--- src/rtl/range_tracker.sv ---
// range_tracker: tracks min, max, range and a saturating sample count of a
// qualified data stream between a go and a finish command. Results hold after
// the run ends; error cases are reported with a 2-bit code.
// Build option: define RANGE_TRACKER_SIGNED_EN for two's complement samples.
module range_tracker #(
  parameter int WIDTH     = 10,
  parameter int CNT_WIDTH = 8
) (
  input  logic                 clock,
  input  logic                 reset,
  input  logic [WIDTH-1:0]     data_in,
  input  logic                 data_valid,
  input  logic                 go,
  input  logic                 finish,
  output logic [WIDTH-1:0]     min_out,
  output logic [WIDTH-1:0]     max_out,
  output logic [WIDTH:0]       range_out,
  output logic [CNT_WIDTH-1:0] count_out,
  output logic                 cnt_sat,
  output logic                 busy,
  output logic                 done,
  output logic                 error,
  output logic [1:0]           err_code
);

  typedef enum logic [1:0] {S_IDLE, S_READING, S_DONE, S_ERROR} state_t;

  localparam logic [1:0]           ERR_NONE     = 2'b00;
  localparam logic [1:0]           ERR_NO_START = 2'b01;
  localparam logic [1:0]           ERR_EMPTY    = 2'b10;
  localparam logic [CNT_WIDTH-1:0] CNT_MAX      = '1;
  localparam logic [CNT_WIDTH-1:0] CNT_ONE      = CNT_WIDTH'(1);

  state_t               state_r, state_next;
  logic [WIDTH-1:0]     min_r, min_next;
  logic [WIDTH-1:0]     max_r, max_next;
  logic [CNT_WIDTH-1:0] count_r, count_next;
  logic                 sat_r, sat_next;
  logic [1:0]           err_r, err_next;

  logic                 start;
  logic                 below_min;
  logic                 above_max;
  logic [CNT_WIDTH-1:0] cnt_plus;
  logic [WIDTH:0]       min_ext;
  logic [WIDTH:0]       max_ext;

  // go without finish starts a run from any state, including a restart mid-run
  assign start    = go & ~finish;
  assign cnt_plus = count_r + 1'b1;

`ifdef RANGE_TRACKER_SIGNED_EN
  assign below_min = $signed(data_in) < $signed(min_r);
  assign above_max = $signed(data_in) > $signed(max_r);
  assign min_ext   = {min_out[WIDTH-1], min_out};
  assign max_ext   = {max_out[WIDTH-1], max_out};
`else
  assign below_min = data_in < min_r;
  assign above_max = data_in > max_r;
  assign min_ext   = {1'b0, min_out};
  assign max_ext   = {1'b0, max_out};
`endif

  // Next-state and datapath update for the run controller
  always_comb begin
    // NOTE: every signal written here gets a default first, so no path can
    // leave one unassigned and infer a latch.
    state_next = state_r;
    min_next   = min_r;
    max_next   = max_r;
    count_next = count_r;
    sat_next   = sat_r;
    err_next   = err_r;

    if (start && !(state_r == S_READING && finish)) begin
      // Fresh run; a valid sample in the go cycle is the first sample
      state_next = S_READING;
      err_next   = ERR_NONE;
      if (data_valid) begin
        min_next   = data_in;
        max_next   = data_in;
        count_next = CNT_ONE;
        sat_next   = (CNT_ONE == CNT_MAX);
      end else begin
        min_next   = '0;
        max_next   = '0;
        count_next = '0;
        sat_next   = 1'b0;
      end
    end else begin
      unique case (state_r)
        S_IDLE: begin
          if (finish) begin
            state_next = S_ERROR;
            err_next   = ERR_NO_START;
          end
        end
        S_READING: begin
          if (finish) begin
            // The sample presented alongside finish is dropped
            if (count_r == '0) begin
              state_next = S_ERROR;
              err_next   = ERR_EMPTY;
            end else begin
              state_next = S_DONE;
            end
          end else if (data_valid) begin
            if (count_r == '0) begin
              min_next = data_in;
              max_next = data_in;
            end else begin
              if (below_min) min_next = data_in;
              if (above_max) max_next = data_in;
            end
            if (count_r != CNT_MAX) count_next = cnt_plus;
            sat_next = sat_r | (cnt_plus == CNT_MAX);
          end
        end
        S_DONE:  ;
        S_ERROR: ;
        default: ;
      endcase
    end
  end

  // State and result registers with synchronous reset
  always_ff @(posedge clock) begin
    // NOTE: registered state uses non-blocking assignments so every register
    // samples pre-edge values regardless of statement order.
    if (reset) begin
      state_r <= S_IDLE;
      min_r   <= '0;
      max_r   <= '0;
      count_r <= '0;
      sat_r   <= 1'b0;
      err_r   <= ERR_NONE;
    end else begin
      state_r <= state_next;
      min_r   <= min_next;
      max_r   <= max_next;
      count_r <= count_next;
      sat_r   <= sat_next;
      err_r   <= err_next;
    end
  end

  // Outputs come only from registers; the ERROR state masks the results
  assign min_out   = (state_r == S_ERROR) ? '0 : min_r;
  assign max_out   = (state_r == S_ERROR) ? '0 : max_r;
  assign count_out = (state_r == S_ERROR) ? '0 : count_r;
  assign range_out = max_ext - min_ext;
  assign cnt_sat   = sat_r;
  assign busy      = (state_r == S_READING);
  assign done      = (state_r == S_DONE);
  assign error     = (state_r == S_ERROR);
  assign err_code  = err_r;

endmodule

--- config.mk ---
export PLATFORM = sky130hd
export DESIGN_NAME = range_tracker
export DESIGN_NICKNAME = d
export VERILOG_FILES = /design/src/rtl/range_tracker.sv
export SDC_FILE = /design/constraint.sdc
export NUM_CORES = 1
export LEC_CHECK = 0
export CORE_MARGIN = 2
export CORE_UTILIZATION = 51
export DETAILED_ROUTE_END_ITERATION = 8
export DONT_BUFFER_PORTS = 1
export GPL_TIMING_DRIVEN = 0
export PLACE_DENSITY = 0.66
export SYNTH_ARGS = -nofsm -noshare
export SYNTH_HDL_FRONTEND = slang
export SYNTH_SLANG_ARGS = --single-unit
--- constraint.sdc ---
create_clock -name clock -period 7.95 [get_ports clock]
set_clock_uncertainty 0.15 [all_clocks]
set_input_delay 1.1925 -clock clock [delete_from_list [all_inputs] [get_ports clock]]
set_output_delay 1.1925 -clock clock [all_outputs]
set_load 0.01 [all_outputs]
### Word-level counts from Yosys, hierarchy flattened

Cells that the tools add are included.

| storage, ports and cells | value |
|---|---|
| register bits | 33 |
| input bits | 15 |
| output and inout port bits | 45 |
| logic and storage cells | 76 |

| cells by class | value |
|---|---|
| add/sub/neg operators | 2 |
| magnitude comparators | 2 |
| equal/unequal tests | 11 |
| muxes and demuxes | 31 |
| bitwise gates (word level) | 3 |
| reductions and logical operators | 20 |

Operator list:

| kind | number |
|---|---|
| $mux W10 | 15 |
| $mux W8 | 6 |
| $reduce_and A4 Y1 | 4 |
| $sub A10 B10 Y11 | 1 |
| $gt A10 B10 Y1 | 1 |
| $lt A10 B10 Y1 | 1 |
| $mux W2 | 5 |
| $reduce_and A3 Y1 | 3 |
| $reduce_bool A3 Y1 | 3 |
| $add A8 B1 Y8 const B | 1 |
| $eq A8 B8 Y1 const B | 1 |
| $logic_not A8 Y1 | 1 |
| $ne A8 B8 Y1 const B | 1 |
| $pmux W2 S2 | 2 |
| $reduce_bool A2 Y1 | 4 |
| $eq A2 B2 Y1 const B | 2 |
| $ne A2 B1 Y1 const B | 2 |
| $ne A2 B2 Y1 const B | 2 |
| $mux W1 | 3 |
| $ne A3 B2 Y1 const B | 1 |
| $ne A3 B3 Y1 const B | 1 |
| $eq A2 B1 Y1 const B | 1 |
| $logic_and A1 B1 Y1 | 2 |
| $logic_not A2 Y1 | 1 |
| other kinds (5) | 5 |

### Depth between registers and ports, before layout

| depth | value |
|---|---|
| word-level depth | 7 |
| gate-level depth with buffers | 11 |
| depth with buffers taken out | 10 |

### Worst setup path before layout

OpenSTA, ideal clock, no wires.

| timing path | value |
|---|---|
| path kind | flip-flop to output port |
| from | reg state_r[0] |
| to | out range_out[9] |
| arrival | 2.372 ns |
| data required time | 6.608 ns |
| setup slack | 4.236 ns |
| stages on the path, launching flop included | 12 |
| buffers on the path | 1 |
| cells stage by stage | dfxtp_1 > nand2_1 > inv_1 > clkbuf_1 > nor2_1 > ha_1 > and2_1 > o21ai_1 > a31oi_1 > a21o_1 > a21oi_1 > xnor2_1 |

| on the way | value |
|---|---|
| cells in the longest elaborated chain, start to end | 3 |
| elaborated cells on any way between the ends | 4 |
| classes of those cells | 1 x add/sub; 1 x eq/ne; 2 x mux |

RTL lines:

| item | line | text |
|---|---|---|
| start: declaration | 34 | `state_t state_r, state_next;` |
| start signal: assignment | 138 | `state_r <= state_next;` |
| $eq A2 B2 Y1 | -- |  |
| named net error | 22 | `output logic error,` |
| $mux W10 | 149 | `assign max_out = (state_r == S_ERROR) ? '0 : max_r;` |
| named net max_out[3] | 16 | `output logic [WIDTH-1:0] max_out,` |
| $sub A10 B10 Y11 | 151 | `assign range_out = max_ext - min_ext;` |
| end: declaration | 17 | `output logic [WIDTH:0] range_out,` |

The timed path passes the listed nets, and every way through them passes these cells.

### Worst setup path after layout

| timing path | value |
|---|---|
| from | reg state_r[0] |
| to | out range_out[10] |

The elaborated chain is that of the path after synthesis.

==> reports/qor.yml <==
run_status:
  outcome: "complete, no violations"
power_and_ir_drop:
  power_switching_mw: 0.169
  clock_power_share: 0.291
  leakagePower_nw: 1.23
  pwr-share-comb: 0.332
  power_per_cell_area_nw_per_um2: 181
  seqPwrFrac: 0.376
  p_sw_frac: 0.347
  ir_drop_uv: 99.3
  p_int_mw: 0.318
floorplanning:
  row_count: 25
  die-area_um2: 5510
  die_y_um: 74.2
  io_pins: 60
  core_area_um2: 4720
  initial_utilization: 0.532
  fp.dieW_um: 74.2
setup_path:
  start_kind: "register"
  crit_type: "register to primary output"
  rr_startpoint: "max_r[4]$_SDFFE_PP0P_"
  path_max_fanout: 10
  r2r_end: "max_r[8]$_SDFFE_PP0P_"
  arrival_ns: 3.24
  rr_worst_depth: 8
  r2r_setup_slack_ns: 5.58
  worst_setup_path_end_kind: "primary output"
  cp_data_required_time_ns: 6.61
  crit_path_start: "state_r[0]$_SDFFE_PP0P_"
  crit_path_end: "range_out[10]"
clocking:
  htree_levels: 2
  cts.path.max_buffers: 2
  cts_made_buffers: 5
  clock-sinks: 33
  clk_latency_ns: 0.29
  clockRootBuffer: "clkbuf_8"
  post_cts_resized: 0
  clk_pin_slew_ns: 0.07
  postCtsSetupBuffers: 0
  cts_tree: "done"
  cts_hold_buf: 0
route:
  drtPass1Iterations: 4
  drtIter0Drc: 79
  wl_per_cell_um: 14.5
  num_vias: 2110
  drc: 0
  ant_nets: 0
  routed_wirelength_um: 5630
  vias_per_cell: 5.44
synth:
  synthXorXnorAreaFrac: 0.0592
  syn-cell-area_um2: 2510
  synth_common_cells: "inv_1 (36), nand2_1 (34), dfxtp_1 (33)"
  yosys_warnings: 0
  synth_area_leaders: "dfxtp_1 (26%), ha_1 (16%), inv_1 (5.4%)"
  synth_top_family_by_area: "simple AND/OR/NAND/NOR gates"
  synth_compound_area_frac: 0.146
  synth-adder-area-share: 0.167
  synth_cells: 313
  synth_top_area_share: 0.263
  synth_most_common_cell: "inv_1"
  synthMuxAreaShare: 0.0398
  ys_ff_latch: 33
  syn-mean-instance-area_um2: 8.03
  synth_edf_count: 0
  ys.flop_type: "dfxtp_1"
  yosys.area_share.simple: 0.245
  synth_nets: 361
  seq_area_frac_synth: 0.263
  ys_types: 42
  synth_top_area_cell: "dfxtp_1"
  async_flop_share: 0
global_routing:
  grt_max_degree: 11
  grt-ovfl-total: 0
  grt_pass1_wl_um: 8690
  grt_usage: 0.205
  grt_pass1_vias: 1935
  antenna_found_initial: 0
sta:
  grt_setup_unrepaired: "false"
  max_freq_mhz: 218
  hold_viol: 0
  slew_headroom: 0.491
  min_period_over_period: 0.577
  tightest_slew_ns: 0.761
  fin_tns_setup_ns: 0
  maxSlewViolCount: 0
  min_period_ns: 4.59
  finalSetupViolations: 0
job:
  max_cap_violations: 0
finish:
  nets: 368
  diodes: 0
  drive_above_1_share: 0.0592
  syn_to_final_growth_pct: 7.37
  utilization: 0.571
min_path:
  hp-class: "register to register"
  holdPathStages: 1
place:
  place.gp.congestion: 0.827
  dp_hpwl_um: 4340
  io_buffers: 0
[area by class of cell]
type | instances | area (um2)
Buffer | 11 | 65.1
Clock buffer | 7 | 96.3
Clock inverter | 1 | 5.00
Fill cell | 461 | 2020
Inverter | 36 | 135
Multi-Input combinational cell | 233 | 1650
Sequential cell | 33 | 661
Tap cell | 67 | 83.8
[power groups by stage]
stage                     logic [mW]  registers (mW)  clock network (mW)
after global placement         0.160           0.187                   0
final                          0.162           0.184               0.142
after detailed placement       0.163           0.187                   0
after floorplan                0.137           0.185                   0
after global routing           0.182           0.185               0.151
after CTS                      0.164           0.184               0.145
[through the flow]
| step | instances | cell area [um2] | setup WS (ns) | hold slack, ns | power, mW |
|---|---|---|---|---|---|
| 6_report | 388 | 2700 | 3.36 | 0.317 | 0.488 |
| 5_1_grt | 388 | 2700 | 3.10 | 0.334 | 0.517 |
| 4_1_cts | 388 | 2700 | 3.32 | 0.320 | 0.492 |
| 3_5_place_dp | 380 | 2600 | 3.65 | 0.304 | 0.350 |
| 3_3_place_gp | 380 | 2600 | 3.71 | 0.299 | 0.347 |
| 2_1_floorplan | 313 | 2510 | 4.24 | 0.292 | 0.322 |
[how the worst min path moves through the flow]
stage / start / to / slack, ns
detailed placement: max_r[2]$_SDFFE_PP0P_ / max_r[2]$_SDFFE_PP0P_ / 0.30
finish: max_r[3]$_SDFFE_PP0P_ / max_r[3]$_SDFFE_PP0P_ / 0.32
global route: max_r[3]$_SDFFE_PP0P_ / max_r[3]$_SDFFE_PP0P_ / 0.33
floorplan: max_r[2]$_SDFFE_PP0P_ / max_r[2]$_SDFFE_PP0P_ / 0.29
CTS: max_r[6]$_SDFFE_PP0P_ / max_r[6]$_SDFFE_PP0P_ / 0.32
global placement: max_r[2]$_SDFFE_PP0P_ / max_r[2]$_SDFFE_PP0P_ / 0.30
[routing by layer]
layer  wire length, um  share of wire  up-vias  global-route usage
li1                  -              -     1071                   -
met1              2550           0.45      966               0.255
met2              2600           0.46       67               0.349
met3               412          0.073        6              0.0528
met4                66          0.012        0              0.0606
met5                 0              0        -                   0
[placed cells by master (no fill, tap or decap), types with 2 or more instances in the layout]
master	n
xnor2_1	6
a32o_1	10
and3_1	3
clkbuf_8	7
nand3b_1	2
xor2_1	11
a21o_1	4
nor2b_1	8
ha_1	32
buf_6	3
and2_1	9
mux2i_1	10
dfxtp_1	33
nand4_1	7
a211oi_1	2
nand2_1	34
inv_1	36
clkbuf_1	7
o21ai_1	3
o21ai_0	3
a31oi_1	4
a21oi_1	16
nor2_1	30
nand3_1	3
nand2b_1	15
nor3_1	5
[worst max-delay path, cell delays in order, from the launching register on]
cell	delay (ns)
dfxtp_1	0.43
nand2_1	0.24
inv_1	0.13
clkbuf_1	0.47
nor2_1	0.21
ha_1	0.38
nor2b_1	0.15
o21ai_0	0.22
a21o_1	0.19
a21oi_1	0.10
a21o_1	0.19
a21oi_1	0.25
[flip-flops by register name, summed over array words and instances, names as in the netlist]
register	count
max_r	10
cnt_sat	1
count_r	8
err_code	2
min_r	10
state_r	2
[kinds of logic after synthesis]
group                    count (synthesis)
AND/OR/NAND/NOR                        121
adder cells (fa/ha/maj)                 33
XOR/XNOR                                17
flip-flops                              33
multiplexers                            10
AO/OA/AOI/OAI                           52
buffers and inverters                   47
Power figures use the tool's default switching activity.
